## src/rtl/uart_pkg.sv

```systemverilog
// Shared UART register-bus definitions: feeder state encoding and register addresses.
package uart_pkg;

  localparam int unsigned BYTE_W = 8;
  localparam int unsigned ADDR_W = 3;

  localparam logic [ADDR_W-1:0] UART_ADDR_CTRL = 3'd0;
  localparam logic [ADDR_W-1:0] UART_ADDR_RX   = 3'd1;
  localparam logic [ADDR_W-1:0] UART_ADDR_TX   = 3'd2;

  typedef enum logic [2:0] {
    FdIdle,
    FdPollAddr,
    FdPollSample,
    FdPollWait,
    FdLoad,
    FdWrite,
    FdRelease
  } FeederState;

endpackage

```

## src/rtl/byte_fifo.sv

```systemverilog
// Byte FIFO with show-ahead head, registered full/empty flags and occupancy count.
module byte_fifo
  import uart_pkg::*;
#(
  parameter int unsigned DEPTH = 16
) (
  input  logic                    clock,
  input  logic                    reset,
  input  logic                    push,
  input  logic                    pop,
  input  logic [BYTE_W-1:0]       wdata,
  output logic [BYTE_W-1:0]       rdata,
  output logic                    full,
  output logic                    empty,
  output logic [$clog2(DEPTH):0]  count
);

  localparam int unsigned AW = $clog2(DEPTH);
  localparam int unsigned CW = AW + 1;

  logic [BYTE_W-1:0] mem [DEPTH];
  logic [AW-1:0]     wr_ptr;
  logic [AW-1:0]     rd_ptr;
  logic              push_ok;
  logic              pop_ok;
  logic [CW-1:0]     count_next;

  always_comb begin
    push_ok    = push & ~full;
    pop_ok     = pop & ~empty;
    count_next = count + CW'(push_ok) - CW'(pop_ok);
  end

  // Storage array carries no reset; validity is tracked by the pointers.
  always_ff @(posedge clock) begin
    if (push_ok) begin
      mem[wr_ptr] <= wdata;
    end
  end

  // Pointers wrap naturally because DEPTH is a power of two.
  always_ff @(posedge clock or posedge reset) begin
    if (reset) begin
      wr_ptr <= '0;
      rd_ptr <= '0;
      count  <= '0;
      full   <= 1'b0;
      empty  <= 1'b1;
    end else begin
      if (push_ok) begin
        wr_ptr <= wr_ptr + AW'(1);
      end
      if (pop_ok) begin
        rd_ptr <= rd_ptr + AW'(1);
      end
      count <= count_next;
      full  <= (count_next == CW'(DEPTH));
      empty <= (count_next == '0);
    end
  end

  assign rdata = mem[rd_ptr];

endmodule

```

## src/rtl/uart_tx_feeder.sv

```systemverilog
// Buffers producer bytes and writes each one to the UART Tx register once a
// control-register poll reports the transmitter free.
module uart_tx_feeder
  import uart_pkg::*;
#(
  parameter int unsigned DEPTH       = 16,
  parameter int unsigned TX_BUSY_BIT = 0,
  parameter int unsigned POLL_GAP    = 4
) (
  input  logic                    clock,
  input  logic                    reset,
  input  logic                    in_valid,
  input  logic [BYTE_W-1:0]       in_data,
  output logic                    in_ready,
  output logic                    uart_cs,
  output logic                    uart_rd,
  output logic                    uart_wr,
  output logic [ADDR_W-1:0]       uart_addr,
  output logic [BYTE_W-1:0]       uart_in_data,
  input  logic [BYTE_W-1:0]       uart_out_data,
  output logic [$clog2(DEPTH):0]  fifo_count,
  output logic                    busy
);

  localparam int unsigned CW       = $clog2(DEPTH) + 1;
  localparam int unsigned GW       = $clog2(POLL_GAP) + 1;
  localparam logic [2:0]  BUSY_IDX = 3'(TX_BUSY_BIT);

  FeederState        state;
  FeederState        state_d;
  logic [GW-1:0]     gap_cnt;
  logic [GW-1:0]     gap_d;

  logic              push_en;
  logic              pop_en;
  logic              fifo_full;
  logic              fifo_empty;
  logic [BYTE_W-1:0] fifo_rdata;
  logic [CW-1:0]     count_next;

  logic              cs_d;
  logic              rd_d;
  logic              wr_d;
  logic [ADDR_W-1:0] addr_d;
  logic [BYTE_W-1:0] data_d;
  logic              in_ready_d;
  logic              busy_d;

  // Only the busy bit of the control register is meaningful here.
  logic              unused_ctrl_bits;
  assign unused_ctrl_bits = ^uart_out_data;

  assign push_en = in_valid & in_ready & ~fifo_full;
  assign pop_en  = (state == FdWrite);

  byte_fifo #(
    .DEPTH (DEPTH)
  ) u_fifo (
    .clock (clock),
    .reset (reset),
    .push  (push_en),
    .pop   (pop_en),
    .wdata (in_data),
    .rdata (fifo_rdata),
    .full  (fifo_full),
    .empty (fifo_empty),
    .count (fifo_count)
  );

  // Next state, then bus values decoded from the next state so they register in step.
  always_comb begin
    state_d    = state;
    gap_d      = gap_cnt;
    cs_d       = 1'b1;
    rd_d       = 1'b1;
    wr_d       = 1'b1;
    addr_d     = uart_addr;
    data_d     = uart_in_data;
    count_next = fifo_count + CW'(push_en) - CW'(pop_en);
    in_ready_d = (count_next != CW'(DEPTH));

    case (state)
      FdIdle: begin
        if (!fifo_empty) begin
          state_d = FdPollAddr;
        end
      end
      FdPollAddr:   state_d = FdPollSample;
      FdPollSample: begin
        if (uart_out_data[BUSY_IDX]) begin
          state_d = FdPollWait;
          gap_d   = GW'(POLL_GAP - 1);
        end else begin
          state_d = FdLoad;
        end
      end
      FdPollWait: begin
        if (gap_cnt == '0) begin
          state_d = FdPollAddr;
        end else begin
          gap_d = gap_cnt - GW'(1);
        end
      end
      FdLoad:    state_d = FdWrite;
      FdWrite:   state_d = FdRelease;
      FdRelease: state_d = FdIdle;
      default:   state_d = FdIdle;
    endcase

    case (state_d)
      FdPollAddr, FdPollSample: begin
        cs_d   = 1'b0;
        rd_d   = 1'b0;
        addr_d = UART_ADDR_CTRL;
      end
      FdLoad: begin
        cs_d   = 1'b0;
        addr_d = UART_ADDR_TX;
        data_d = fifo_rdata;
      end
      FdWrite: begin
        cs_d = 1'b0;
        wr_d = 1'b0;
      end
      default: ;
    endcase

    busy_d = (count_next != '0) | (state_d != FdIdle);
  end

  always_ff @(posedge clock or posedge reset) begin
    if (reset) begin
      state   <= FdIdle;
      gap_cnt <= '0;
    end else begin
      state   <= state_d;
      gap_cnt <= gap_d;
    end
  end

  // Registered bus and status outputs; reset forces every strobe inactive at once.
  always_ff @(posedge clock or posedge reset) begin
    if (reset) begin
      uart_cs      <= 1'b1;
      uart_rd      <= 1'b1;
      uart_wr      <= 1'b1;
      uart_addr    <= UART_ADDR_CTRL;
      uart_in_data <= '0;
      in_ready     <= 1'b0;
      busy         <= 1'b0;
    end else begin
      uart_cs      <= cs_d;
      uart_rd      <= rd_d;
      uart_wr      <= wr_d;
      uart_addr    <= addr_d;
      uart_in_data <= data_d;
      in_ready     <= in_ready_d;
      busy         <= busy_d;
    end
  end

endmodule

```

## config.mk

```make
export PLATFORM = sky130hd
export DESIGN_NAME = uart_tx_feeder
export DESIGN_NICKNAME = d
export VERILOG_FILES = /design/src/rtl/uart_pkg.sv /design/src/rtl/byte_fifo.sv /design/src/rtl/uart_tx_feeder.sv
export SDC_FILE = /design/constraint.sdc
export NUM_CORES = 1
export LEC_CHECK = 0
export BUFFER_PORTS_ARGS = -buffer_cell sky130_fd_sc_hd__buf_2
export CORE_MARGIN = 5
export CORE_UTILIZATION = 50
export CTS_BUF_LIST = sky130_fd_sc_hd__clkbuf_8
export DETAILED_ROUTE_END_ITERATION = 8
export PLACE_DENSITY_LB_ADDON = 0.15
export SYNTH_ARGS = -nofsm -noshare
export SYNTH_HDL_FRONTEND = slang
export SYNTH_SLANG_ARGS = --single-unit
export TNS_END_PERCENT = 30
```

## constraint.sdc

```tcl
create_clock -name clock -period 2.6 [get_ports clock]
set_input_delay 0.39 -clock clock [delete_from_list [all_inputs] [get_ports clock]]
set_output_delay 0.39 -clock clock [all_outputs]
set_load 0.02 [all_outputs]
```

==> impl_metrics.py <==
metrics = {
    "sta": {
        "fin_skew_ns": 0.00853,
        "setup_viol": 0,
        "final_hold_viol_count": 0,
        "rsz0062_at_grt": "no",
        "period_share_pct": 94.2,
        "timing.fmax_ghz": 0.408,
        "slew_headroom_pct": 59.8,
        "fin_tns_setup_ns": 0,
        "slew_viol_final": 0,
        "tightest_slew_ns": 0.602,
        "period_needed_ns": 2.45,
    },
    "grt": {
        "antenna_found_initial": 0,
        "grt_pass1_vias": 3688,
        "grt_overflow": 0,
        "track_usage_pct": 17.5,
        "grt_pass1_wl_mm": 20.9,
        "grt_max_degree": 23,
    },
    "setup_path": {
        "worstRegToRegCells": 8,
        "rrSetupSlack_ns": 0.15,
        "path_max_fanout": 3,
        "required_ns": 2.96,
        "cp-end-kind": "flip-flop",
        "path_buf_inv": 1,
        "timing.rr.end": "u_fifo.empty$_DFF_PP1_",
        "worst_r2r_startpoint": "state[1]$_DFF_PP0_",
        "crit_path_top_delay_cell": "fa_2",
        "crit_path_cell_trace": "nand3b_1, nor2_2, ha_1, inv_1, ha_1, fa_2, or3_1, nor3_1",
        "startpoint_type": "flip-flop",
        "cp_top_family": "simple AND/OR/NAND/NOR gates",
        "critPathMaxStageDelay_ns": 0.45,
        "critical_path_class": "reg -> reg",
        "crit_top_cell": "ha_1",
        "arrival_ns": 2.81,
    },
    "die": {
        "io_pins": 40,
        "core_um2": 13300,
        "rows": 42,
        "die_h_um": 127,
        "dieArea_um2": 16200,
        "start_util_pct": 51.4,
        "fp.dieW_um": 127,
    },
    "cts": {
        "numCtsBuffers": 17,
        "cts_root_buf": "clkbuf_8",
        "clk_latency_ns": 0.45,
        "cts.sinks": 163,
        "clockBufferDepth": 2,
        "h-tree-depth": 4,
        "cts_tree": "built",
        "path_clk_slew_ns": 0.09,
    },
    "cells_and_area": {
        "nFillCells": 1054,
        "diodes": 0,
        "drive_above_1_share_pct": 23.1,
        "area_delta_synth_final_pct": 12.2,
        "stdcell_count": 647,
        "final_nets": 493,
        "multi_input_comb_area_um2": 1960,
        "regArea_um2": 4730,
    },
    "placement": {
        "port-buffer-count": 30,
        "globalplace.congestion": 0.824,
        "dp.cells": 613,
        "post-dp-hpwl_mm": 8.92,
    },
    "detailed_routing": {
        "wire_per_inst_um": 20.4,
        "vias_per_cell": 5.58,
        "wirelength_mm": 13.2,
        "num_vias": 3608,
        "drcViolationCount": 0,
        "drt_iter0_markers": 222,
        "drtAntennaViolNets": 0,
        "dr.pass1.iters": 4,
    },
    "min_path": {
        "whs_path_depth": 1,
        "worstHoldStart": "in_data[1]",
        "min_to": "u_fifo.mem[8][1]$_DFFE_PP_",
        "hold_path_class": "in -> reg",
    },
    "yosys": {
        "ys_async_sr_fraction_pct": 21.5,
        "yosysSeqAreaShare_pct": 68.9,
        "yosysWarnings": 0,
        "synth_cells": 410,
        "synth_top_family_by_area": "multiplexers",
        "synth_cell_type_count": 49,
        "syn_area_um2": 6860,
        "synth-edff-count": 128,
        "synth-compound-area-share_pct": 5.54,
        "synth_top_area_share_pct": 56.0,
        "synthAdderAreaFrac_pct": 3.14,
        "synth_top_cell_by_area": "edfxtp_1",
        "ys_ff_latch": 163,
        "syn_area_per_cell_um2": 16.7,
        "synth_simple_gate_area_share_pct": 6.53,
        "ys.flop_type": "edfxtp_1",
        "muxShareOfSynthArea_pct": 11.5,
        "synth_xor_area_share_pct": 1.40,
        "synth_area_leaders": "edfxtp_1 (56%), dfrtp_1 (11%), mux4_2 (5.9%), mux2i_1 (5.3%), ha_1 (2.6%)",
    },
    "power_and_ir_drop": {
        "p_leak_nw": 2.80,
        "ir_drop_v": 0.000438,
        "power_per_cell_area_nw_per_um2": 1100,
    },
    "run": {
        "drv_cap": 0,
    },
    "status": {
        "status": "complete, no violations",
    },
}
## power by group
group | leakage [nW] | switching [mW] | internal [mW]
logic | 1.00 | 1.58 | 1.23
registers | 1.57 | 0.298 | 3.29
clock network | 0.227 | 0.909 | 1.14
total | 2.80 | 2.79 | 5.65
## state kept, by name (all words and copies together), names as in the netlist
signal         cells
u_fifo.full        1
u_fifo.empty       1
u_fifo.wr_ptr      4
u_fifo.mem       128
uart_in_data       8
busy               1
gap_cnt            3
uart_wr            1
u_fifo.count       5
uart_rd            1
in_ready           1
state              3
uart_cs            1
u_fifo.rd_ptr      4
uart_addr          1
## cells in the mapped netlist, types with 2 or more instances
master and instances:
a2111oi_2 2, a211o_1 3, a21o_1 4, a21oi_1 6, a22oi_1 13, a31oi_1 2
a32oi_1 5, and2_1 18, and3_1 4, and3b_1 2, buf_2 4, buf_4 6
buf_6 6, dfrtp_1 31, dfstp_2 4, edfxtp_1 128, fa_1 2, ha_1 14
inv_1 17, mux2_2 2, mux2i_1 36, mux4_2 18, nand2_1 9, nand2_2 2
nand2b_1 3, nand3_1 3, nand3b_1 4, nand4_1 2, nor2_1 8, nor2b_1 7
nor3_1 3, nor3b_1 3, o21ai_0 8, o21ai_1 5, o22ai_1 2, or3_1 2
xnor2_1 6, xor2_1 5
## cell usage in the layout (no fill, tap or decap), types with 8 or more instances in the layout
cell / netlist / final
edfxtp_1: 128 / 128
mux2i_1: 36 / 36
dfrtp_1: 31 / 30
buf_2: 4 / 30
mux4_2: 18 / 18
and2_1: 18 / 18
inv_1: 17 / 18
clkbuf_8: 0 / 17
ha_1: 14 / 14
buf_4: 6 / 14
a22oi_1: 13 / 13
nand2_1: 9 / 9
nor2_1: 8 / 8
o21ai_0: 8 / 8
## how the worst max path moves through the flow
| stage | from | end | slack, ns | cells past startpoint |
|---|---|---|---|---|
| floorplan | state[0]$_DFF_PP0_ | in_ready$_DFF_PP0_ | 0.17 | 11 |
| global placement | state[1]$_DFF_PP0_ | in_ready$_DFF_PP0_ | 0.21 | 10 |
| detailed placement | state[1]$_DFF_PP0_ | in_ready$_DFF_PP0_ | 0.12 | 10 |
| CTS | state[1]$_DFF_PP0_ | in_ready$_DFF_PP0_ | 0.1 | 10 |
| global route | state[1]$_DFF_PP0_ | in_ready$_DFF_PP0_ | 0.008 | 10 |
| finish | state[1]$_DFF_PP0_ | u_fifo.empty$_DFF_PP1_ | 0.15 | 8 |
## metrics by stage
stage / instance area, um2 / power [mW] / worst slack [ns] / hold slack [ns] / utilization [%]
2_1_floorplan: 6870 / 5.68 / 0.169 / 0.489 / -
3_3_place_gp: 7210 / 6.35 / 0.208 / 0.424 / 54.0
3_5_place_dp: 7210 / 6.43 / 0.121 / 0.429 / 54.0
4_1_cts: 7670 / 8.47 / 0.0955 / 0.291 / 57.4
5_1_grt: 7700 / 8.96 / 0.00801 / 0.299 / 57.7
6_report: 7700 / 8.45 / 0.150 / 0.318 / 57.7
## per-layer routing
| layer | wire length, um | up-vias | track usage [%] | part of all wire [%] |
|---|---|---|---|---|
| met3 | 486 | 24 | 4.13 | 3.7 |
| li1 | - | 1667 | - | - |
| met2 | 6240 | 83 | 26.4 | 47 |
| met4 | 264 | 0 | 7.07 | 2.0 |
| met1 | 6240 | 1834 | 24.7 | 47 |
| met5 | 0 | - | 0 | 0 |
## final cells by class
class                   instances  share of cell area [%]
clock inverters                15                    2.73
repair buffers                 46                    3.71
flip-flops and latches        163                    61.4
clock buffers                  17                    3.04
multi-input cells             213                    25.4
inverters                      17                   0.829
well taps                     176                    2.86
## cell families (layout without fill, tap and decap cells)
kind of cell	Yosys count	in the layout
AO/OA/AOI/OAI	54	54
XOR/XNOR	11	11
adder cells (fa/ha/maj)	16	16
buffers and inverters	35	95
flip-flops	163	163
multiplexers	56	56
other	1	2
AND/OR/NAND/NOR	74	74
## timing repair
item | in CTS | in global routing
gates resized for setup | 0 | 5
hold endpoints to repair | 31 | 0
hold buffers | 1 | 0
endpoints found under the setup margin | 0 | 2
buffers inserted | 0 | 1
No activity file was read; power rests on OpenSTA's default activity.
